===== config.mk =====
export PLATFORM = sky130hd
export DESIGN_NAME = lsu_req_flat
export DESIGN_NICKNAME = d
export VERILOG_FILES = /design/src/rtl/lsu_req_if.sv /design/src/rtl/lsu_req.sv /design/src/flat_wrapper.sv
export SDC_FILE = /design/constraint.sdc
export NUM_CORES = 1
export LEC_CHECK = 0
export BUFFER_PORTS_ARGS = -buffer_cell sky130_fd_sc_hd__buf_2
export CAP_MARGIN = 15
export CORE_MARGIN = 2
export CORE_UTILIZATION = 51
export DETAILED_ROUTE_END_ITERATION = 16
export GPL_TIMING_DRIVEN = 0
export PLACE_DENSITY = 0.85
export REMOVE_ABC_BUFFERS = 1
export SYNTH_ARGS = -nofsm -noshare
export SYNTH_HDL_FRONTEND = slang
export SYNTH_SLANG_ARGS = --single-unit

===== constraint.sdc =====
create_clock -name clk -period 8.4 [get_ports clk]
set_input_delay 0.84 -clock clk [delete_from_list [all_inputs] [get_ports clk]]
set_output_delay 0.84 -clock clk [all_outputs]
set_load 0.05 [all_outputs]

===== src/rtl/lsu_req_if.sv =====
// Execute-side, memory-side and writeback-side signals of the load/store unit.
// The slave modport is the LSU's view; the master modport is the environment's view.
interface lsu_req_if;
  logic        in_valid;
  logic        in_ready;
  logic        in_wen;
  logic        in_ren;
  logic [2:0]  in_funct3;
  logic [63:0] in_addr;
  logic [63:0] in_wdata;
  logic        mem_req;
  logic        mem_we;
  logic [63:0] mem_addr;
  logic [63:0] mem_wdata;
  logic [7:0]  mem_wmask;
  logic        mem_ack;
  logic [63:0] mem_rdata;
  logic        out_valid;
  logic        out_ready;
  logic [63:0] out_data;
  logic        out_err;

  modport slave (
    input  in_valid, in_wen, in_ren, in_funct3, in_addr, in_wdata,
    input  mem_ack, mem_rdata, out_ready,
    output in_ready, mem_req, mem_we, mem_addr, mem_wdata, mem_wmask,
    output out_valid, out_data, out_err
  );

  modport master (
    output in_valid, in_wen, in_ren, in_funct3, in_addr, in_wdata,
    output mem_ack, mem_rdata, out_ready,
    input  in_ready, mem_req, mem_we, mem_addr, mem_wdata, mem_wmask,
    input  out_valid, out_data, out_err
  );
endinterface


===== src/rtl/lsu_req.sv =====
// Single-outstanding load/store unit: aligns stores into byte lanes, extends loads,
// flags illegal/misaligned operations and memory timeouts.
module lsu_req #(
  parameter int unsigned TIMEOUT_CYCLES = 255
) (
  input logic       clk,
  input logic       rst,
  lsu_req_if.slave  bus
);

  typedef enum logic [1:0] {StIdle, StReq, StResp} state_e;

  state_e      state_q;
  logic        in_ready_q;
  logic        mem_req_q;
  logic        mem_we_q;
  logic [63:0] mem_addr_q;
  logic [63:0] mem_wdata_q;
  logic [7:0]  mem_wmask_q;
  logic        out_valid_q;
  logic        out_err_q;
  logic [63:0] out_data_q;
  logic [15:0] cnt_q;
  logic [2:0]  funct3_q;
  logic [2:0]  off_q;

  logic        bad_op;
  logic [2:0]  size_m;
  logic [7:0]  wmask_d;
  logic [63:0] wdata_d;
  logic [63:0] rshift;
  logic [63:0] load_d;

  // Decode of the offered operation, used only on the accepting cycle.
  always_comb begin
    size_m = 3'd0;
    wmask_d = 8'h00;
    unique case (bus.in_funct3[1:0])
      2'd0: begin size_m = 3'd0; wmask_d = 8'h01; end
      2'd1: begin size_m = 3'd1; wmask_d = 8'h03; end
      2'd2: begin size_m = 3'd3; wmask_d = 8'h0f; end
      default: begin size_m = 3'd7; wmask_d = 8'hff; end
    endcase
    wmask_d = bus.in_wen ? (wmask_d << bus.in_addr[2:0]) : 8'h00;
    wdata_d = bus.in_wdata << {bus.in_addr[2:0], 3'b000};
    bad_op  = (bus.in_wen == bus.in_ren) ||
              (bus.in_wen && bus.in_funct3[2]) ||
              (bus.in_ren && (bus.in_funct3 == 3'b111)) ||
              (|(bus.in_addr[2:0] & size_m));
  end

  always_comb begin
    rshift = bus.mem_rdata >> {off_q, 3'b000};
    load_d = '0;
    case (funct3_q)
      3'b000:  load_d = {{56{rshift[7]}}, rshift[7:0]};
      3'b001:  load_d = {{48{rshift[15]}}, rshift[15:0]};
      3'b010:  load_d = {{32{rshift[31]}}, rshift[31:0]};
      3'b011:  load_d = rshift;
      3'b100:  load_d = {56'd0, rshift[7:0]};
      3'b101:  load_d = {48'd0, rshift[15:0]};
      3'b110:  load_d = {32'd0, rshift[31:0]};
      default: load_d = '0;
    endcase
    if (mem_we_q) load_d = '0;
  end

  always_ff @(posedge clk or posedge rst) begin
    if (rst) begin
      state_q     <= StIdle;
      in_ready_q  <= 1'b0;
      mem_req_q   <= 1'b0;
      mem_we_q    <= 1'b0;
      mem_addr_q  <= '0;
      mem_wdata_q <= '0;
      mem_wmask_q <= '0;
      out_valid_q <= 1'b0;
      out_err_q   <= 1'b0;
      out_data_q  <= '0;
      cnt_q       <= '0;
      funct3_q    <= '0;
      off_q       <= '0;
    end else begin
      unique case (state_q)
        StIdle: begin
          in_ready_q <= 1'b1;
          // in_ready_q gates acceptance so the cycle right after reset never accepts.
          if (bus.in_valid && in_ready_q) begin
            in_ready_q  <= 1'b0;
            funct3_q    <= bus.in_funct3;
            off_q       <= bus.in_addr[2:0];
            mem_we_q    <= bus.in_wen;
            mem_addr_q  <= {bus.in_addr[63:3], 3'b000};
            mem_wdata_q <= wdata_d;
            mem_wmask_q <= wmask_d;
            cnt_q       <= '0;
            if (bad_op) begin
              state_q     <= StResp;
              out_valid_q <= 1'b1;
              out_err_q   <= 1'b1;
              out_data_q  <= '0;
            end else begin
              state_q   <= StReq;
              mem_req_q <= 1'b1;
            end
          end
        end
        StReq: begin
          if (bus.mem_ack) begin
            state_q     <= StResp;
            mem_req_q   <= 1'b0;
            out_valid_q <= 1'b1;
            out_err_q   <= 1'b0;
            out_data_q  <= load_d;
          end else if (cnt_q == 16'(TIMEOUT_CYCLES - 1)) begin
            state_q     <= StResp;
            mem_req_q   <= 1'b0;
            out_valid_q <= 1'b1;
            out_err_q   <= 1'b1;
            out_data_q  <= '0;
          end else begin
            cnt_q <= cnt_q + 16'd1;
          end
        end
        StResp: begin
          if (bus.out_ready) begin
            state_q     <= StIdle;
            out_valid_q <= 1'b0;
            out_err_q   <= 1'b0;
            in_ready_q  <= 1'b1;
          end
        end
        default: state_q <= StIdle;
      endcase
    end
  end

  assign bus.in_ready  = in_ready_q;
  assign bus.mem_req   = mem_req_q;
  assign bus.mem_we    = mem_we_q;
  assign bus.mem_addr  = mem_addr_q;
  assign bus.mem_wdata = mem_wdata_q;
  assign bus.mem_wmask = mem_wmask_q;
  assign bus.out_valid = out_valid_q;
  assign bus.out_err   = out_err_q;
  assign bus.out_data  = out_data_q;

endmodule


===== src/flat_wrapper.sv =====
// flat-port wrapper written by rule: the top's interface ports become plain ports
module lsu_req_flat 
#(
  parameter int unsigned TIMEOUT_CYCLES = 255
)
  (clk, rst, bus_in_valid, bus_in_wen, bus_in_ren, bus_in_funct3, bus_in_addr, bus_in_wdata, bus_mem_ack, bus_mem_rdata, bus_out_ready, bus_in_ready, bus_mem_req, bus_mem_we, bus_mem_addr, bus_mem_wdata, bus_mem_wmask, bus_out_valid, bus_out_data, bus_out_err);
  lsu_req_if bus_i ();
  input logic clk;
  input logic rst;
  input wire logic [$bits(bus_i.in_valid)-1:0] bus_in_valid;
  input wire logic [$bits(bus_i.in_wen)-1:0] bus_in_wen;
  input wire logic [$bits(bus_i.in_ren)-1:0] bus_in_ren;
  input wire logic [$bits(bus_i.in_funct3)-1:0] bus_in_funct3;
  input wire logic [$bits(bus_i.in_addr)-1:0] bus_in_addr;
  input wire logic [$bits(bus_i.in_wdata)-1:0] bus_in_wdata;
  input wire logic [$bits(bus_i.mem_ack)-1:0] bus_mem_ack;
  input wire logic [$bits(bus_i.mem_rdata)-1:0] bus_mem_rdata;
  input wire logic [$bits(bus_i.out_ready)-1:0] bus_out_ready;
  output wire logic [$bits(bus_i.in_ready)-1:0] bus_in_ready;
  output wire logic [$bits(bus_i.mem_req)-1:0] bus_mem_req;
  output wire logic [$bits(bus_i.mem_we)-1:0] bus_mem_we;
  output wire logic [$bits(bus_i.mem_addr)-1:0] bus_mem_addr;
  output wire logic [$bits(bus_i.mem_wdata)-1:0] bus_mem_wdata;
  output wire logic [$bits(bus_i.mem_wmask)-1:0] bus_mem_wmask;
  output wire logic [$bits(bus_i.out_valid)-1:0] bus_out_valid;
  output wire logic [$bits(bus_i.out_data)-1:0] bus_out_data;
  output wire logic [$bits(bus_i.out_err)-1:0] bus_out_err;
  assign bus_i.in_valid = bus_in_valid;
  assign bus_i.in_wen = bus_in_wen;
  assign bus_i.in_ren = bus_in_ren;
  assign bus_i.in_funct3 = bus_in_funct3;
  assign bus_i.in_addr = bus_in_addr;
  assign bus_i.in_wdata = bus_in_wdata;
  assign bus_i.mem_ack = bus_mem_ack;
  assign bus_i.mem_rdata = bus_mem_rdata;
  assign bus_i.out_ready = bus_out_ready;
  assign bus_in_ready = bus_i.in_ready;
  assign bus_mem_req = bus_i.mem_req;
  assign bus_mem_we = bus_i.mem_we;
  assign bus_mem_addr = bus_i.mem_addr;
  assign bus_mem_wdata = bus_i.mem_wdata;
  assign bus_mem_wmask = bus_i.mem_wmask;
  assign bus_out_valid = bus_i.out_valid;
  assign bus_out_data = bus_i.out_data;
  assign bus_out_err = bus_i.out_err;
  lsu_req #(.TIMEOUT_CYCLES(TIMEOUT_CYCLES)) u_core (.clk(clk), .rst(rst), .bus(bus_i));
endmodule

; ---- Yosys cells after proc, flatten, opt, wreduce, memory -nomap -nowiden
; Cells that the tools add are included.
[word_totals]
ff_bits = 226
out_inout_bits = 205
wordCells = 94
[op_classes]
n_eq_ne = 20
reduce_logical = 20
bitwise_logic = 1
n_shift = 3
addsub = 1
mux = 36
[ops]
columns = cell, n
row1 = $pmux W64 S7, 1
row2 = $mux W64, 5
row3 = $pmux W64 S2, 1
row4 = $shl A64 B6 Y64, 1
row5 = $shr A64 B6 Y64, 1
row6 = $mux W16, 3
row7 = $pmux W16 S2, 1
row8 = $pmux W8 S3, 1
row9 = $add A16 B1 Y16 const B, 1
row10 = $eq A16 B8 Y1 const B, 1
row11 = $eq A3 B3 Y1 const B, 4
row12 = $mux W1, 12
row13 = $reduce_and A4 Y1, 3
row14 = $mux W2, 5
row15 = $pmux W3 S3, 1
row16 = $mux W8, 1
row17 = $ne A2 B2 Y1 const B, 4
row18 = $shl A8 B3 Y8, 1
row19 = $eq A3 B2 Y1 const B, 2
row20 = $pmux W1 S3, 2
row21 = $pmux W2 S3, 1
row22 = $reduce_and A5 Y1, 1
row23 = $eq A2 B1 Y1 const B, 2
row24 = $eq A2 B2 Y1 const B, 2
row25 = 15 further kinds, 24

; ---- Depth between registers and ports, before layout
[logic_depth]
depth_word = 8
ltp_mapped = 9

; ---- Worst setup path before layout
; OpenSTA, ideal clock, no wires.
[synth_path]
kind = input to register
startpoint = in bus_in_addr[1]
endpoint = reg u_core.mem_wdata_q[42] (netlist: u_core.bus.mem_wdata[42])
path_stages = 6
arrival_ps = 2309
path_slack_ps = 5965
n_path_buf = 3
path_cell_list = buf_2 buf_1 buf_1 mux4_2 a221oi_1 nor2_1
[synth_via]
elab_chain_cells = 1
[synth_rtl]
columns = item, line_no
row1 = "start, declared", flat_wrapper.sv:14  ; input wire logic [$bits(bus_i.in_addr)-1:0] bus_in_addr;
row2 = $shl A64 B6 Y64, lsu_req.sv:45  ; wdata_d = bus.in_wdata << {bus.in_addr[2:0], 3'b000};
row3 = "end signal, assigned", lsu_req.sv:94  ; mem_wdata_q <= wdata_d;
row4 = "end, declared", lsu_req.sv:18  ; logic [63:0] mem_wdata_q;
; No other way between the ends.
; A chain may end at the register's enable or synchronous reset.

; ---- Final worst setup path
[layout_path]
startpoint = in bus_in_addr[1]
endpoint = reg u_core.out_data_q[62] (netlist: u_core.bus.out_data[62])
[layout_via]
elab_chain_cells = 5
[layout_rtl]
columns = item, line_no
row1 = $and A3 B3 Y3, lsu_req.sv:49  ; (|(bus.in_addr[2:0] & size_m));
row2 = $reduce_or A3 Y1, lsu_req.sv:49
row3 = $logic_or A1 B1 Y1, lsu_req.sv:48  ; (bus.in_ren && (bus.in_funct3 == 3'b111)) ||
row4 = $ne A2 B1 Y1 (no line), --
row5 = $reduce_and A4 Y1 (no line), --
row6 = "end signal, assigned", lsu_req.sv:114  ; out_data_q <= load_d;
row7 = "end, declared", lsu_req.sv:22  ; logic [63:0] out_data_q;
; No other way between the ends.

==> impl_metrics.env <==
export IMPL_synth_area_mm2=0.0121
export IMPL_grt_use_total_pct=30.7
export IMPL_pwr_share_comb_pct=51.9
export IMPL_worstPathRequired_ns=8.78
export IMPL_syn_inst=1185
export IMPL_nNetsFinal=1744
export IMPL_dr_first_iter_drc_count=974
export IMPL_drv_slew=0
export IMPL_ys_types=64
export IMPL_vias=11300
export IMPL_grt_pass1_wl_um=59900
export IMPL_antenna_found_initial=7
export IMPL_cp_slowest_stage_delay_ns=0.44
export IMPL_relSlewSlack_pct=22.2
export IMPL_p_leak_nw=7.90
export IMPL_cts_buffers=25
export IMPL_cp_cell_sequence="buf_2 -> buf_12 -> o21ai_0 -> o2111ai_1 -> o211ai_1 -> buf_4 -> buf_4 -> buf_4 -> buf_4 -> buf_4 -> a221o_1"
export IMPL_synth_async_reset_ratio_pct=100
export IMPL_finalWirelength_um=39300
export IMPL_vias_per_cell=6.03
export IMPL_critical_path_class="in -> reg"
export IMPL_gp_congestion=0.854
export IMPL_worstPathArrival_ns=3.87
export IMPL_layout_drive_gt1_share_pct=35.6
export IMPL_synth_edf_count=0
export IMPL_swShare_pct=50.2
export IMPL_num_rows=56
export IMPL_fillers=1819
export IMPL_dr_pass1_iters=5
export IMPL_ys_seq_area_share_pct=46.7
export IMPL_total_power_mw=6.15
export IMPL_cts_root_buffer="clkbuf_16"
export IMPL_ctsHoldBuffers=0
export IMPL_grt_pass1_vias=11100
export IMPL_die_w_um=158
export IMPL_htreeDepth=1
export IMPL_outcome="finished, final reports clean"
export IMPL_period_minus_slack_ns=3.49
export IMPL_synth_seq_cells=226
export IMPL_initial_core_util_pct=51.8
export IMPL_peakVddDrop_uv=341
export IMPL_power_frac_clock_pct=18.8
export IMPL_cts_resized=0
export IMPL_postSynthAreaPerCell_um2=10.2
export IMPL_ant_nets=0
export IMPL_rsz0062_at_grt="no"
export IMPL_wl_per_cell_um=20.9
export IMPL_slowest_stage="buf_2"
export IMPL_worst_pin_slew_ns=1.16
export IMPL_fin_skew_ns=0.0269
export IMPL_grt_overflow_total=0
export IMPL_cts_sinks=226
export IMPL_drcViolationCount=0
export IMPL_clk_insertion_delay_late_ns=0.52
export IMPL_coreArea_mm2=0.0234
export IMPL_clockBufferDepth=3
export IMPL_finalHoldViolations=0
export IMPL_port_buffers=403
export IMPL_area_delta_synth_final_pct=26.3
export IMPL_dieArea_mm2=0.0250
export IMPL_maxCapViolations=0
export IMPL_crit_family="buffers and inverters"
export IMPL_clkTransAtPathRegs_ns=0.06
export IMPL_whs_ns=0.434
export IMPL_boundaryPins=407
export IMPL_fin_crit_sh_pct=41.5
export IMPL_hold_path_class="in -> async"
export IMPL_startpoint_type="primary input"
export IMPL_yosys_most_used_dff="dfrtp_1"
export IMPL_hpwl_um=28000
export IMPL_p_sw_mw=3.09
export IMPL_yosysWarnings=0
export IMPL_crit_fanout=49
export IMPL_cellInternalPower_mw=3.06
export IMPL_report_final_setup_viol=0
export IMPL_power_density_mw_per_mm2=402
export IMPL_tritoncts="done"
export IMPL_crit_top_cell="buf_4"
export IMPL_endpoint_kind="flop"
export IMPL_finalInstanceArea_mm2=0.0153
export IMPL_path_buf_inv=7
export IMPL_postCtsSetupBuffers=0
export IMPL_seqPwrFrac_pct=29.2
export IMPL_die_height_um=158
export IMPL_grt_start_max_net_pins=122
export IMPL_max_freq_mhz=287
export IMPL_dpl_instance_area_mm2=0.0144
worst paths after layout:
check | slack [ns] | to | depth (start not counted) | startpoint
worst min register to register | 0.47 | u_core.bus.mem_addr[33] | 2 | u_core.bus.mem_addr[33]
min in group clk | 0.47 | u_core.bus.mem_addr[33] | 2 | u_core.bus.mem_addr[33]
max in group asynchronous | 6.91 | u_core.bus.mem_wdata[24] | 3 | rst
worst min-delay path | 0.43 | u_core.bus.mem_addr[57] | 2 | rst
worst max register to register | 5.16 | u_core.bus.out_data[62] | 5 | u_core.off_q[0]
worst max-delay path | 4.91 | u_core.bus.out_data[62] | 11 | bus_in_addr[1]
kinds of logic (layout without fill, tap and decap cells):
| family | Yosys count | in the layout | share of synthesized area (%) |
|---|---|---|---|
| XOR/XNOR | 1 | 1 | 0.0723 |
| other | 1 | 6 | 0.0309 |
| adder cells (fa/ha/maj) | 2 | 2 | 0.206 |
| AO/OA/AOI/OAI | 239 | 239 | 14.1 |
| flip-flops | 226 | 226 | 46.7 |
| multiplexers | 152 | 152 | 18.9 |
| buffers and inverters | 115 | 485 | 4.28 |
| AND/OR/NAND/NOR | 449 | 449 | 15.7 |
cell usage after synthesis (11+ instances only):
cell,instances,area (um2)
o21ai_1,19,95.1
a22o_1,32,280
o211ai_1,11,82.6
mux4_2,60,1350
dfrtp_1,226,5660
buf_2,25,125
a221oi_1,16,140
a21oi_1,16,80.1
o21ai_0,57,285
inv_1,14,52.6
mux2i_1,80,801
nand2_1,315,1180
buf_1,11,41.3
a22oi_1,16,120
nor3_1,11,55.1
o22ai_1,13,81.3
a221o_1,24,240
clkbuf_1,55,206
nor2_1,59,221
power by group through the flow:
stage	Combinational [mW]	Clock, mW	Sequential, mW
floorplan	1.05	0	3.03
global placement	3.10	0	1.81
detailed placement	3.18	0	1.80
CTS	3.19	1.18	1.80
global route	3.37	1.23	1.85
finish	3.20	1.16	1.80
layout by cell type, fill, tap and decap left out, types with 16 or more instances in the layout:
cell type  synthesis  routed
a21oi_1           16      16
o21ai_0           57      57
o21ai_1           19      19
mux2i_1           80      80
a22oi_1           16      16
buf_2             25     402
nor2_1            59      59
nand2_1          315     315
clkbuf_16          0      25
dfrtp_1          226     224
mux4_2            60      60
a221oi_1          16      16
a22o_1            32      32
a221o_1           24      24
metal layers:
metal / track usage, % / wire (um) / up-vias
met3: 7.61 / 3740 / 171
met2: 51.7 / 19300 / 673
li1: - / - / 4993
met5: 0 / 32 / -
met1: 35.1 / 13700 / 5479
met4: 19.3 / 2570 / 6
metrics by stage:
step	util, %	cells	TNS (ns)	worst slack [ns]
after CTS	65.4	1876	0	4.98
after global routing	65.4	1878	0	4.74
final	65.4	1879	0	4.91
after floorplan	-	1088	0	1.36
after detailed placement	61.7	1832	0	4.48
after global placement	60.2	1810	-379.90	-3.05
registers in the layout (all words and copies together), names as in the netlist:
register,count
u_core.state_q,2
u_core.bus.mem_req,1
u_core.off_q,3
u_core.bus.mem_wdata,64
u_core.bus.in_ready,1
u_core.bus.out_valid,1
u_core.bus.out_err,1
u_core.bus.mem_wmask,8
u_core.bus.mem_addr,61
u_core.bus.out_data,64
u_core.cnt_q,16
u_core.funct3_q,3
u_core.bus.mem_we,1
worst register-to-register path, stage by stage, from the launching register on:
cell	delay (ns)
dfrtp_4	0.81
nor2_1	0.83
and3_1	0.29
o21ai_1	0.10
a31oi_4	0.88
a221o_1	0.24
layout make-up:
class | count | area (um2) | share of cell area [%]
Timing Repair Buffer | 425 | 2310 | 15.1
Multi-Input combinational cell | 846 | 5980 | 39.1
Sequential cell | 226 | 5660 | 37.0
Inverter | 16 | 81.3 | 0.531
Clock inverter | 14 | 189 | 1.23
Tap cell | 319 | 399 | 2.61
Clock buffer | 30 | 674 | 4.41
Antenna cell | 3 | 7.51 | 0.0491
Power figures use the tool's default switching activity.
